--- src/rtl/cpu_pkg.sv ---
// Shared definitions for the 8-bit CPU core: sequencer states and address defaults.
package cpu_pkg;

    typedef enum logic [1:0] {
        IDLE     = 2'd0,
        FETCH    = 2'd1,
        IND_WAIT = 2'd2,
        HALT     = 2'd3
    } state_t;

    localparam int unsigned DEF_ADDR_W   = 8;
    localparam logic [7:0]  DEF_RESET_PC = 8'h00;

endpackage : cpu_pkg

--- src/rtl/dmem_timeout_ctr.sv ---
// 8-bit wait counter for indirect-jump reads; tc flags the last cycle before the limit.
module dmem_timeout_ctr #(
    parameter int unsigned TERMINAL = 15
) (
    input  logic clk,
    input  logic rst_n,
    input  logic clr,
    input  logic en,
    output logic tc
);

    localparam logic [7:0] TC_LAST = 8'(TERMINAL - 1);

    logic [7:0] count;

    always_ff @(posedge clk or negedge rst_n) begin
        if (!rst_n) begin
            count <= '0;
        end else if (clr) begin
            count <= '0;
        end else if (en) begin
            count <= count + 8'd1;
        end
    end

    // Asserted while the next increment would reach TERMINAL.
    assign tc = (count == TC_LAST);

endmodule : dmem_timeout_ctr

--- src/rtl/pc_jump_sequencer.sv ---
// PC controller: drives the external jump_address_mux and reloads the PC from its output.
module pc_jump_sequencer
    import cpu_pkg::*;
#(
    parameter int unsigned           ADDR_W       = DEF_ADDR_W,
    parameter logic [ADDR_W-1:0]     RESET_PC     = ADDR_W'(DEF_RESET_PC),
    parameter int unsigned           DMEM_TIMEOUT = 15
) (
    input  logic              clk,
    input  logic              rst_n,
    input  logic              start,
    input  logic              step_en,
    input  logic              halt_req,
    input  logic              jump_req,
    input  logic              cond_req,
    input  logic              branch_cond,
    input  logic              ind_jump_req,
    input  logic [ADDR_W-1:0] jump_target,
    input  logic              resume,
    input  logic [ADDR_W-1:0] dmem_rdata,
    input  logic              dmem_valid,
    input  logic [ADDR_W-1:0] mux_address,
    output logic              address_ctl,
    output logic [ADDR_W-1:0] address_in,
    output logic              dmem_re,
    output logic [ADDR_W-1:0] dmem_raddr,
    output logic [ADDR_W-1:0] pc,
    output logic              fetch_valid,
    output logic              halted,
    output logic              err
);

    state_t            state;
    state_t            state_nx;
    logic              pc_load;
    logic              ind_start;
    logic              set_err;
    logic              ctr_en;
    logic              timeout;
    logic [ADDR_W-1:0] pc_inc;

    // Read data reaches the PC only through the external mux.
    logic unused_rdata;
    assign unused_rdata = ^dmem_rdata;

    assign pc_inc = pc + ADDR_W'(1);
    assign ctr_en = (state == IND_WAIT) && !dmem_valid;

    dmem_timeout_ctr #(
        .TERMINAL (DMEM_TIMEOUT)
    ) u_timeout_ctr (
        .clk   (clk),
        .rst_n (rst_n),
        .clr   (ind_start),
        .en    (ctr_en),
        .tc    (timeout)
    );

    always_comb begin
        state_nx    = state;
        address_ctl = 1'b0;
        address_in  = pc_inc;
        pc_load     = 1'b0;
        ind_start   = 1'b0;
        set_err     = 1'b0;
        case (state)
            IDLE: begin
                if (start) state_nx = FETCH;
            end
            FETCH: begin
                if (step_en) begin
                    if (halt_req) begin
                        state_nx = HALT;
                    end else if (ind_jump_req) begin
                        ind_start = 1'b1;
                        state_nx  = IND_WAIT;
                    end else begin
                        if (jump_req || (cond_req && branch_cond)) address_in = jump_target;
                        pc_load = 1'b1;
                    end
                end
            end
            IND_WAIT: begin
                address_ctl = 1'b1;
                if (dmem_valid) begin
                    pc_load  = 1'b1;
                    state_nx = FETCH;
                end else if (timeout) begin
                    set_err  = 1'b1;
                    state_nx = HALT;
                end
            end
            HALT: begin
                if (resume) begin
                    pc_load  = 1'b1;
                    state_nx = FETCH;
                end
            end
            default: state_nx = IDLE;
        endcase
    end

    always_ff @(posedge clk or negedge rst_n) begin
        if (!rst_n) begin
            state      <= IDLE;
            pc         <= RESET_PC;
            err        <= 1'b0;
            dmem_re    <= 1'b0;
            dmem_raddr <= '0;
        end else begin
            state   <= state_nx;
            dmem_re <= ind_start;
            if (pc_load)   pc         <= mux_address;
            if (set_err)   err        <= 1'b1;
            if (ind_start) dmem_raddr <= jump_target;
        end
    end

    assign fetch_valid = (state == FETCH);
    assign halted      = (state == HALT);

endmodule : pc_jump_sequencer

--- config.mk ---
export PLATFORM = sky130hd
export DESIGN_NAME = pc_jump_sequencer
export DESIGN_NICKNAME = d
export VERILOG_FILES = /design/src/rtl/cpu_pkg.sv /design/src/rtl/dmem_timeout_ctr.sv /design/src/rtl/pc_jump_sequencer.sv
export SDC_FILE = /design/constraint.sdc
export NUM_CORES = 1
export LEC_CHECK = 0
export ABC_AREA = 0
export BUFFER_PORTS_ARGS = -buffer_cell sky130_fd_sc_hd__buf_2
export CORE_ASPECT_RATIO = 0.6
export CORE_UTILIZATION = 47
export DETAILED_ROUTE_END_ITERATION = 7
export MAX_ROUTING_LAYER = met4
export PLACE_DENSITY = 0.79
export SLEW_MARGIN = 20
export SYNTH_ARGS = -nofsm -noshare
export SYNTH_HDL_FRONTEND = slang
export SYNTH_HIERARCHICAL = 1
export SYNTH_SLANG_ARGS = --single-unit
--- constraint.sdc ---
create_clock -name clk -period 2.92 [get_ports clk]
set_clock_uncertainty 0.1 [all_clocks]
set_input_delay 0.146 -clock clk [delete_from_list [all_inputs] [get_ports clk]]
set_output_delay 0.146 -clock clk [all_outputs]
set_load 0.1 [all_outputs]
# Word-level counts from Yosys, hierarchy flattened
# Cells that the tools add are included.
# classes
addsub	2
n_mul	0
n_div	0
magnitude_cmp	0
eq_ne	9
n_shift	0
mux	29
n_bitwise	0
n_reduce_logical	7
# op_table
cell	n
8-bit two-way mux	7
8-bit by 1-bit adder with 8-bit output (second input constant)	2
2-bit two-way mux	7
1-bit two-way mux	13
8-bit by 4-bit equality test with 1-bit output (second input constant)	1
2-bit one-hot mux with 4 select lines	1
2-bit != test (second input constant)	3
3-bit != test (second input constant)	2
5-bit AND reduction	1
2-bit equality test (second input constant)	2
1-bit one-hot mux with 3 select lines	1
2-bit by 1-bit equality test with 1-bit output (second input constant)	1
1-bit logical AND	2
2-bit zero test	1
2-bit nonzero test	1
1-bit zero test	1
1-bit logical OR	1
# totals
regBits	28
latchBits	0
mem_bits_rw	0
mem_bits_ro	0
in_bits	35
word_cells	53
mem_count	0

# Logic depth before layout (Yosys ltp)
# Gate-level depths: netlist (run 1).
# logic_depth
ltp_word	7
ltp_mapped	9
mapped_depth_nobuf	8

# Modules after synthesis
# The synthesis (run 1) kept the hierarchy.
# by_module_without_submodules
mod	n_inst	cells_each	area_each_um2	seq_area_each_um2
pc_jump_sequencer	1	94	1094.8	500.5
dmem_timeout_ctr	1	42	426.7	200.2

# Least setup slack after synthesis (run 1)
# No wires, ideal clock.
# synth_timing
path_type	register to output
from	register state[1]
to	output address_in[5]
arrival_ns	3.818
setup_slack_ns	-1.144
path_stages_with_launch	7
path_buffers	1
cell_sequence	dfrtp_1 inv_1 ha_1 and2b_2 nor4b_4 buf_4 o21ai_0
# synth_via
elab_chain_len	2
# synth_lines
item	line	rtl
start, declared	pc_jump_sequencer.sv:33	state_t state;
start signal, assigned	pc_jump_sequencer.sv:111	state <= state_nx;
2-bit by 1-bit equality test with 1-bit output	--	
named net fetch_valid	pc_jump_sequencer.sv:28	output logic fetch_valid,
8-bit two-way mux	pc_jump_sequencer.sv:66	case (state)
end, declared	pc_jump_sequencer.sv:24	output logic [ADDR_W-1:0] address_in,
# The timed path passes the listed nets, and every way through them passes these cells.

# Worst setup path after layout (run 1)
# layout_timing
from	register state[1]
to	register u_timeout_ctr.count[7]
# layout_via
elab_chain_len	3
# layout_lines
item	line	rtl
2-bit by 1-bit equality test with 1-bit output (*)	pc_jump_sequencer.sv:66	
1-bit two-way mux (*)	pc_jump_sequencer.sv:66	
named net ind_start	pc_jump_sequencer.sv:36	logic ind_start;
8-bit two-way mux / 2-bit nonzero test (equally long branches)	--	
end signal, assigned	dmem_timeout_ctr.sv:22	count <= count + 8'd1;
end, declared	dmem_timeout_ctr.sv:14	logic [7:0] count;
# The timed path passes the listed nets; every way through them passes the cells marked *.
# A chain may end at the register's enable or synchronous reset.

==> flow_metrics.env, run 1 <==
export IMPL_numCtsBuffers=3
export IMPL_dieArea_um2=3480
export IMPL_synthCells=136
export IMPL_cp_depth=8
export IMPL_ys_types=33
export IMPL_core_um2=2970
export IMPL_cts_root_buf="clkbuf_8"
export IMPL_port_buffers=55
export IMPL_antenna_diode_count=0
export IMPL_ys_ff_latch=28
export IMPL_rsz0062_at_grt="no"
export IMPL_insertion_delay_ps=280
export IMPL_start_util=0.513
export IMPL_cp_required_ps=3020
export IMPL_worst_pin_slew_ps=618
export IMPL_worst_ep_arrival_time_ps=2680
export IMPL_vias_per_cell=5.25
export IMPL_grt_pass1_wl_um=5320
export IMPL_worstHoldPathCells=2
export IMPL_yosys_area_share_simple=0.142
export IMPL_drc=0
export IMPL_slew_headroom=0.588
export IMPL_ctsResizeCount=0
export IMPL_final_cell_mix="buf_2, dfrtp_1, mux2_2, inv_1"
export IMPL_final_common_cell="buf_2"
export IMPL_ff2ff_path_depth=8
export IMPL_grt_pass1_vias=1120
export IMPL_cts_tree="yes"
export IMPL_timing_rr_start="state[1]$_DFFE_PN0P_"
export IMPL_drv_cap=0
export IMPL_ant_nets=0
export IMPL_cts_path_max_buffers=2
export IMPL_slew_viol_final=0
export IMPL_dieWidth_um=75.5
export IMPL_tns_ps=0
export IMPL_worst_path_buf_inv=2
export IMPL_crit_top_cell="inv_1"
export IMPL_fillCellCount=236
export IMPL_synth_area_mux_share=0.139
export IMPL_min_period_ps=2570
export IMPL_slowest_delay_ps=500
export IMPL_netlist_area_um2=1520
export IMPL_slowest_stage="or4_1"
export IMPL_r2r_slack_ps=350
export IMPL_min_period_over_period=0.881
export IMPL_fmax_mhz=389
export IMPL_status="completed"
export IMPL_cts_sinks=28
export IMPL_ys_warn_count=6
export IMPL_synth_compound_area_frac=0.0987
export IMPL_synth_fa_ha_area_frac=0.0576
export IMPL_grt_max_degree=29
export IMPL_cpLargestDelayFamily="simple AND/OR/NAND/NOR gates"
export IMPL_crit_path_end="u_timeout_ctr/count[7]$_DFFE_PN0P_"
export IMPL_track_usage=0.218
export IMPL_dp_hpwl_um=2610
export IMPL_htreeDepth=1
export IMPL_path_cells="inv_1 -> ha_2 -> and2b_2 -> nand3_2 -> inv_1 -> o21ai_0 -> or4_1 -> a21oi_1"
export IMPL_antenna_found_initial=0
export IMPL_area_growth_pct=31.9
export IMPL_std_cell_rows=15
export IMPL_crit_fanout=10
export IMPL_avgSynthCellArea_um2=11.2
export IMPL_drt_pass1_iter_count=4
export IMPL_ys_seq_area_frac=0.461
export IMPL_num_vias=1281
export IMPL_cp_startpoint="state[1]$_DFFE_PN0P_"
export IMPL_synth_net_count=178
export IMPL_critical_path_class="reg -> reg"
export IMPL_fin_nets=245
export IMPL_drive_gt1_frac=0.416
export IMPL_die_h_um=46.1
export IMPL_end_kind="flip-flop"
export IMPL_grt_overflow=0
export IMPL_hp_class="in -> reg"
export IMPL_finalSetupViolations=0
export IMPL_synth_top_family_by_area="simple AND/OR/NAND/NOR gates"
export IMPL_wl_per_cell_um=15.4
export IMPL_r2r_end="u_timeout_ctr/count[7]$_DFFE_PN0P_"
export IMPL_place_congestion=0.825
export IMPL_start_kind="flip-flop"
export IMPL_drt_first_iter_violations=61
export IMPL_finalWirelength_um=3750
export IMPL_clk_pin_slew_worst_paths_ps=90
export IMPL_yosys_area_share_xor_xnor=0.0576
export IMPL_hold_viol=0
export IMPL_io_pins=64
-- logic make-up (layout without fill, tap and decap cells) --
family,Yosys count,count (layout)
and+or+nand+nor,35,35
DFF,28,28
buffers and inverters,14,80
AOI/OAI and AO/OA,23,23
adders and majority gates,7,7
xor gates and xnor gates,10,10
muxes,19,19
-- sequential cells by signal, indices dropped and copies added, names as in the netlist --
signal,flops
u_timeout_ctr/count,8
err,1
dmem_re,1
pc,8
dmem_raddr,8
state,2
-- repair_timing --
item                                   4_1_cts  5_1_grt
hold buffers                                 7        2
setup endpoints to repair                    0        5
setup buffers                                0        1
endpoints found under the hold margin       34        2
-- metrics by stage --
step                hold slack [ps]  instance area (um^2)  setup WS [ps]  utilization  instances
global route                   5.67                  2010            185        0.677        244
global placement               78.2                  1830            521        0.616        230
floorplan                      -250                  1520           -320            -        136
finish                         21.0                  2010            346        0.677        244
detailed placement             96.6                  1830            420        0.616        230
CTS                            5.37                  1970            147        0.663        241
-- worst register-to-register path: stages, from the launching register on --
cell     delay [ps]
dfrtp_1         420
inv_1           120
ha_2            230
and2b_2         200
nand3_2         240
inv_1           320
o21ai_0         220
or4_1           500
a21oi_1         160
-- Yosys cell counts --
| cell | instances | share of area |
|---|---|---|
| dfrtp_1 | 28 | 0.46 |
| mux2_2 | 17 | 0.13 |
| inv_1 | 11 | 0.027 |
| o21ai_0 | 10 | 0.033 |
| nand2_1 | 9 | 0.022 |
| xor2_1 | 8 | 0.046 |
| ha_1 | 7 | 0.058 |
| nand3_1 | 5 | 0.016 |
| nor2_1 | 5 | 0.012 |
| a21oi_1 | 4 | 0.013 |
| nand4_1 | 3 | 0.012 |
| a211oi_1 | 2 | 0.0099 |
| buf_4 | 2 | 0.0099 |
| mux2i_1 | 2 | 0.013 |
| nand3_2 | 2 | 0.013 |
| o31ai_1 | 2 | 0.0099 |
| or4_1 | 2 | 0.0099 |
| xnor2_1 | 2 | 0.012 |
| a21o_1 | 1 | 0.0049 |
| a21oi_4 | 1 | 0.011 |
| a222oi_1 | 1 | 0.0066 |
| a22oi_1 | 1 | 0.0049 |
| and2b_1 | 1 | 0.0049 |
| and2b_2 | 1 | 0.0058 |
| and3_1 | 1 | 0.0041 |
| and4_1 | 1 | 0.0058 |
| buf_6 | 1 | 0.0074 |
| nand3b_1 | 1 | 0.0049 |
| nand4b_1 | 1 | 0.0058 |
| nor4_1 | 1 | 0.0041 |
| nor4b_4 | 1 | 0.016 |
| o221ai_1 | 1 | 0.0058 |
| or3_2 | 1 | 0.0049 |
-- how the worst min path moves through the flow --
stage | start | endpoint | slack, ps
after global placement | rst_n | state[1]$_DFFE_PN0P_ | 80
final | jump_target[7] | dmem_raddr[7]$_DFFE_PN0P_ | 20
after CTS | mux_address[2] | pc[2]$_DFFE_PN0P_ | 5
after detailed placement | rst_n | err$_DFFE_PN0P_ | 100
after global routing | jump_target[7] | dmem_raddr[7]$_DFFE_PN0P_ | 6
after floorplan | rst_n | dmem_raddr[0]$_DFFE_PN0P_ | -250
-- per-layer routing --
layer	track usage	wire length (um)
met5	-	0
met4	0.0667	17
met3	0.0525	197
met2	0.320	1810
met1	0.301	1730
-- cell type report --
cell class                 instances  area [um^2]  share of cell area
multi-input combinational         94          756               0.377
sequential                        28          701               0.349
timing repair buffer              65          385               0.192
tap                               42         52.6              0.0262
clock buffer                       3         41.3              0.0206
inverter                          11         41.3              0.0206
clock inverter                     1         30.0              0.0150
Power of run 1 is left out: the tool's default activity adds up to more than one toggle a clock period on the data nets, which glitch-free logic cannot reach.
==> run 2: changes to the inputs <==
Settings changed: BUFFER_PORTS_ARGS -buffer_cell sky130_fd_sc_hd__buf_2 to not set, CORE_UTILIZATION 47 to 62, DONT_BUFFER_PORTS set to 1, PLACE_DENSITY 0.79 to 0.78.
==> flow_metrics.env, run 2 (synthesis gave the netlist of run 1 again) <==
export IMPL_status="completed"
export IMPL_min_period_ps=2600
export IMPL_fillCellCount=76
export IMPL_hold_start="ind_jump_req"
export IMPL_crit_fanout=10
export IMPL_grt_max_degree=29
export IMPL_antenna_diode_count=0
export IMPL_hold_buffers=19
export IMPL_dp_cells=183
export IMPL_port_buffers=0
export IMPL_start_util=0.678
export IMPL_end_kind="flip-flop"
export IMPL_wl_per_cell_um=22.7
export IMPL_drt_pass1_iter_count=5
export IMPL_grt_pass1_wl_um=6990
export IMPL_regArea_um2=701
export IMPL_drc=0
export IMPL_r2r_end="u_timeout_ctr/count[7]$_DFFE_PN0P_"
export IMPL_tns_ps=0
export IMPL_rsz0062_at_grt="no"
export IMPL_hold_viol=0
export IMPL_grt_busiest_layer="met2"
export IMPL_drt_first_iter_violations=133
export IMPL_start_kind="flip-flop"
export IMPL_grt_use_met2=0.730
export IMPL_area_growth_pct=35.0
export IMPL_ant_nets=0
export IMPL_antenna_found_initial=0
export IMPL_dieWidth_um=66.0
export IMPL_cts_root_buf="clkbuf_8"
export IMPL_slew_viol_final=0
export IMPL_finalSetupViolations=0
export IMPL_fin_nets=219
export IMPL_dieArea_um2=2660
export IMPL_final_cells=205
export IMPL_largestRegisters="dmem_raddr: 8 flops, pc: 8 flops, u_timeout_ctr/count: 8 flops"
export IMPL_dp_hpwl_um=2660
export IMPL_cts_path_max_buffers=2
export IMPL_worst_ep_arrival_time_ps=2710
export IMPL_place_congestion=0.826
export IMPL_worstHoldPathCells=2
export IMPL_clk_pin_slew_worst_paths_ps=90
export IMPL_grt_pass1_vias=1415
export IMPL_placed_area_um2=1810
export IMPL_worst_pin_slew_ps=921
export IMPL_timing_rr_start="state[1]$_DFFE_PN0P_"
export IMPL_num_vias=1343
export IMPL_fmax_mhz=384
export IMPL_holdPathEnd="state[1]$_DFFE_PN0P_"
export IMPL_fin_area_um2=2050
export IMPL_multi_input_area_um2=782
export IMPL_final_common_cell="dfrtp_1"
export IMPL_drv_cap=0
export IMPL_cts_sinks=28
export IMPL_std_cell_rows=13
export IMPL_drive_gt1_frac=0.314
export IMPL_final_cell_mix="dfrtp_1, dlygate4sd3_1, mux2_2, buf_4, inv_1"
export IMPL_critical_path_class="reg -> reg"
export IMPL_core_um2=2240
export IMPL_insertion_delay_ps=270
export IMPL_cp_required_ps=3020
export IMPL_ctsResizeCount=0
export IMPL_track_usage=0.401
export IMPL_use_met1=0.396
export IMPL_hp_class="in -> reg"
export IMPL_finalWirelength_um=4660
export IMPL_min_period_over_period=0.892
export IMPL_r2r_slack_ps=320
export IMPL_cts_tree="yes"
export IMPL_slew_headroom=0.386
export IMPL_use_met3=0.136
export IMPL_numCtsBuffers=3
export IMPL_ff2ff_path_depth=8
export IMPL_grt_overflow=0
export IMPL_vias_per_cell=6.55
export IMPL_whs_ps=138
export IMPL_htreeDepth=1
export IMPL_cts_setup_buffers=0
export IMPL_io_pins=64
export IMPL_die_h_um=40.4
run 2: metrics by stage:
step	worst slack (ps)	util
CTS	431	0.915
floorplan	-320	-
detailed placement	433	0.807
global placement	583	0.807
finish	315	0.915
global route	171	0.915
run 2: layout make-up:
cell class	count	area share
Sequential cell	28	0.341
Tap cell	30	0.0183
Multi-Input combinational cell	94	0.381
Timing Repair Buffer	39	0.219
Clock buffer	3	0.0201
Inverter	11	0.0201
run 2: worst max-delay path, stage by stage, from the launching register on:
cell and delay, ps:
dfrtp_1 420, inv_1 110, ha_2 200, and2b_2 190, nand3_2 240, inv_1 340, o21ai_0 260, or4_1 520
a21oi_1 150
run 2: worst max-delay path by stage:
| stage | slack, ps | to | cells past startpoint | start |
|---|---|---|---|---|
| floorplan | -320 | address_in[7] | 4 | pc[2]$_DFFE_PN0P_ |
| finish | 320 | u_timeout_ctr/count[7]$_DFFE_PN0P_ | 8 | state[1]$_DFFE_PN0P_ |
| global route | 170 | u_timeout_ctr/count[7]$_DFFE_PN0P_ | 8 | state[1]$_DFFE_PN0P_ |
| detailed placement | 430 | u_timeout_ctr/count[7]$_DFFE_PN0P_ | 8 | state[1]$_DFFE_PN0P_ |
| CTS | 430 | u_timeout_ctr/count[7]$_DFFE_PN0P_ | 8 | state[1]$_DFFE_PN0P_ |
| global placement | 580 | u_timeout_ctr/count[7]$_DFFE_PN0P_ | 8 | state[1]$_DFFE_PN0P_ |
run 2: metal layers:
| metal | vias to the layer above | share of wire |
|---|---|---|
| met2 | 122 | 0.50 |
| met4 | 0 | 0.046 |
| met1 | 633 | 0.37 |
| met5 | - | 0 |
| met3 | 26 | 0.090 |
| li1 | 562 | - |
Power of run 2 is left out for the same reason.
==> run 3: changes to the inputs <==
Settings changed: CORE_UTILIZATION 62 to 61, PLACE_DENSITY 0.78 to 0.77, SYNTH_HIERARCHICAL 1 to not set.
==> flow_metrics.env, run 3 <==
export IMPL_cts_tree="yes"
export IMPL_core_um2=2230
export IMPL_die_h_um=40.1
export IMPL_antenna_diode_count=0
export IMPL_fillCellCount=77
export IMPL_hold_buffers=18
export IMPL_drive_gt1_frac=0.324
export IMPL_wl_per_cell_um=21.5
export IMPL_fin_nets=216
export IMPL_finalSetupViolations=0
export IMPL_htreeDepth=1
export IMPL_track_usage=0.377
export IMPL_hp_class="in -> reg"
export IMPL_cp_required_ps=2670
export IMPL_io_pins=64
export IMPL_worst_pin_slew_ps=929
export IMPL_ys_flop_type="dfrtp_1"
export IMPL_synthCells=132
export IMPL_yosys_area_top_type="dfrtp_1"
export IMPL_status="completed"
export IMPL_dieArea_um2=2630
export IMPL_cts_path_max_buffers=2
export IMPL_synth_net_count=174
export IMPL_path_cells="inv_1 -> ha_2 -> nand2_2 -> nor4_4 -> buf_4 -> mux2_2 -> buf_12"
export IMPL_antenna_found_initial=0
export IMPL_ant_nets=0
export IMPL_cts_sinks=28
export IMPL_grt_pass1_vias=1292
export IMPL_hold_viol=0
export IMPL_dieWidth_um=65.5
export IMPL_clk_pin_slew_worst_paths_ps=90
export IMPL_insertion_delay_ps=270
export IMPL_ys_ff_latch=28
export IMPL_start_kind="flip-flop"
export IMPL_slew_headroom=0.381
export IMPL_yosysMostFrequentCell="dfrtp_1"
export IMPL_area_growth_pct=38.3
export IMPL_numCtsBuffers=3
export IMPL_largestRegisters="dmem_raddr: 8 flops, pc: 8 flops, u_timeout_ctr.count: 8 flops"
export IMPL_synth_top_cell_area_share=0.474
export IMPL_drt_pass1_iter_count=4
export IMPL_cts_root_buf="clkbuf_8"
export IMPL_cts_setup_buffers=0
export IMPL_rsz0062_at_grt="no"
export IMPL_slowest_stage="dfrtp_1"
export IMPL_start_util=0.663
export IMPL_vias_per_cell=6.16
export IMPL_critical_path_class="reg -> out"
export IMPL_ctsResizeCount=0
export IMPL_crit_fanout=15
export IMPL_synthTopCellsByCount="dfrtp_1, mux2_2, nand2_1"
export IMPL_ys_seq_area_frac=0.474
export IMPL_grt_pass1_wl_um=6510
export IMPL_end_kind="output pin"
export IMPL_place_congestion=0.787
export IMPL_synth_edf_count=0
export IMPL_grt_overflow=0
export IMPL_synth_area_leaders="dfrtp_1, mux2_2, xor2_1"
export IMPL_num_vias=1251
export IMPL_drc=0
export IMPL_drt_first_iter_violations=86
export IMPL_grt_max_degree=29
export IMPL_drv_cap=0
export IMPL_tns_ps=0
export IMPL_worst_ep_arrival_time_ps=2180
export IMPL_whs_ps=57.2
export IMPL_finalWirelength_um=4360
export IMPL_dp_hpwl_um=2580
export IMPL_placed_area_um2=1800
export IMPL_slew_viol_final=0
export IMPL_netlist_area_um2=1480
export IMPL_min_period_over_period=0.832
export IMPL_std_cell_rows=13
export IMPL_async_flop_share=1.00
export IMPL_ys_types=30
export IMPL_min_period_ps=2430
export IMPL_port_buffers=0
export IMPL_multi_input_area_um2=783
export IMPL_fin_area_um2=2040
export IMPL_regArea_um2=701
export IMPL_final_common_cell="dfrtp_1"
export IMPL_slowest_delay_ps=420
export IMPL_ys_warn_count=0
export IMPL_avgSynthCellArea_um2=11.2
export IMPL_fmax_mhz=411
export IMPL_final_cell_mix="dfrtp_1, mux2_2, dlygate4sd3_1, nand2_1, buf_4"
## run 3: changes by cell type after synthesis, moves of 2 or more
cell	before	now
o31ai_1	2	0
nand3_2	2	0
nor2_1	5	8
nand3_1	5	3
a211oi_1	2	0
and4b_1	0	2
xor2_1	8	11
or4_1	2	0
inv_1	11	5
nand2_1	9	14
## run 3: cell type report
type | instances | area share
multi-input cells | 97 | 0.383
flip-flops and latches | 28 | 0.343
repair buffers | 39 | 0.219
clock buffers | 4 | 0.0269
well taps | 30 | 0.0184
inverters | 5 | 0.00919
## run 3: metal layers
metal / part of all wire / GRT usage / wire length [um] / up-vias
met5: 0 / - / 0 / -
met4: 0.031 / 0.179 / 136 / 0
met3: 0.093 / 0.111 / 403 / 15
met2: 0.50 / 0.675 / 2180 / 84
met1: 0.37 / 0.402 / 1630 / 599
li1: - / - / - / 553
## run 3: kinds of logic (layout without fill, tap and decap cells)
logic type,count (synthesis),count (layout),synth area share
simple gates,42,42,0.163
flops,28,28,0.474
compound gates,18,18,0.0754
mux,18,18,0.136
xor+xnor,12,12,0.0711
fa+ha+maj,7,7,0.0593
buf+inv,7,48,0.0212
## run 3: final timing paths
path / startpoint / endpoint / slack [ps] / cells after the start
max: state[1]$_DFFE_PN0P_ / address_in[1] / 490 / 7
min: halt_req / dmem_re$_DFF_PN0_ / 60 / 2
max reg2reg: state[0]$_DFFE_PN0P_ / u_timeout_ctr.count[6]$_DFFE_PN0P_ / 700 / 7
min reg2reg: u_timeout_ctr.count[0]$_DFFE_PN0P_ / u_timeout_ctr.count[0]$_DFFE_PN0P_ / 480 / 2
max in group asynchronous: rst_n / dmem_raddr[5]$_DFFE_PN0P_ / 2340 / 2
min in group asynchronous: rst_n / state[1]$_DFFE_PN0P_ / 220 / 2
## run 3: worst max-delay path: cells and delay by family, from the launching register on
kind / cells / cell delay [ps]
flops: 1 / 420
buf+inv: 3 / 570
simple gates: 2 / 330
mux: 1 / 390
fa+ha+maj: 1 / 210
## run 3: metrics by stage
| step | setup slack [ps] | utilization | std cells |
|---|---|---|---|
| finish | 490 | 0.917 | 203 |
| global route | 383 | 0.917 | 203 |
| CTS | 518 | 0.917 | 203 |
| detailed placement | 811 | 0.807 | 181 |
| global placement | 905 | 0.807 | 181 |
| floorplan | 96.4 | - | 132 |
Power of run 3 is left out for the same reason.
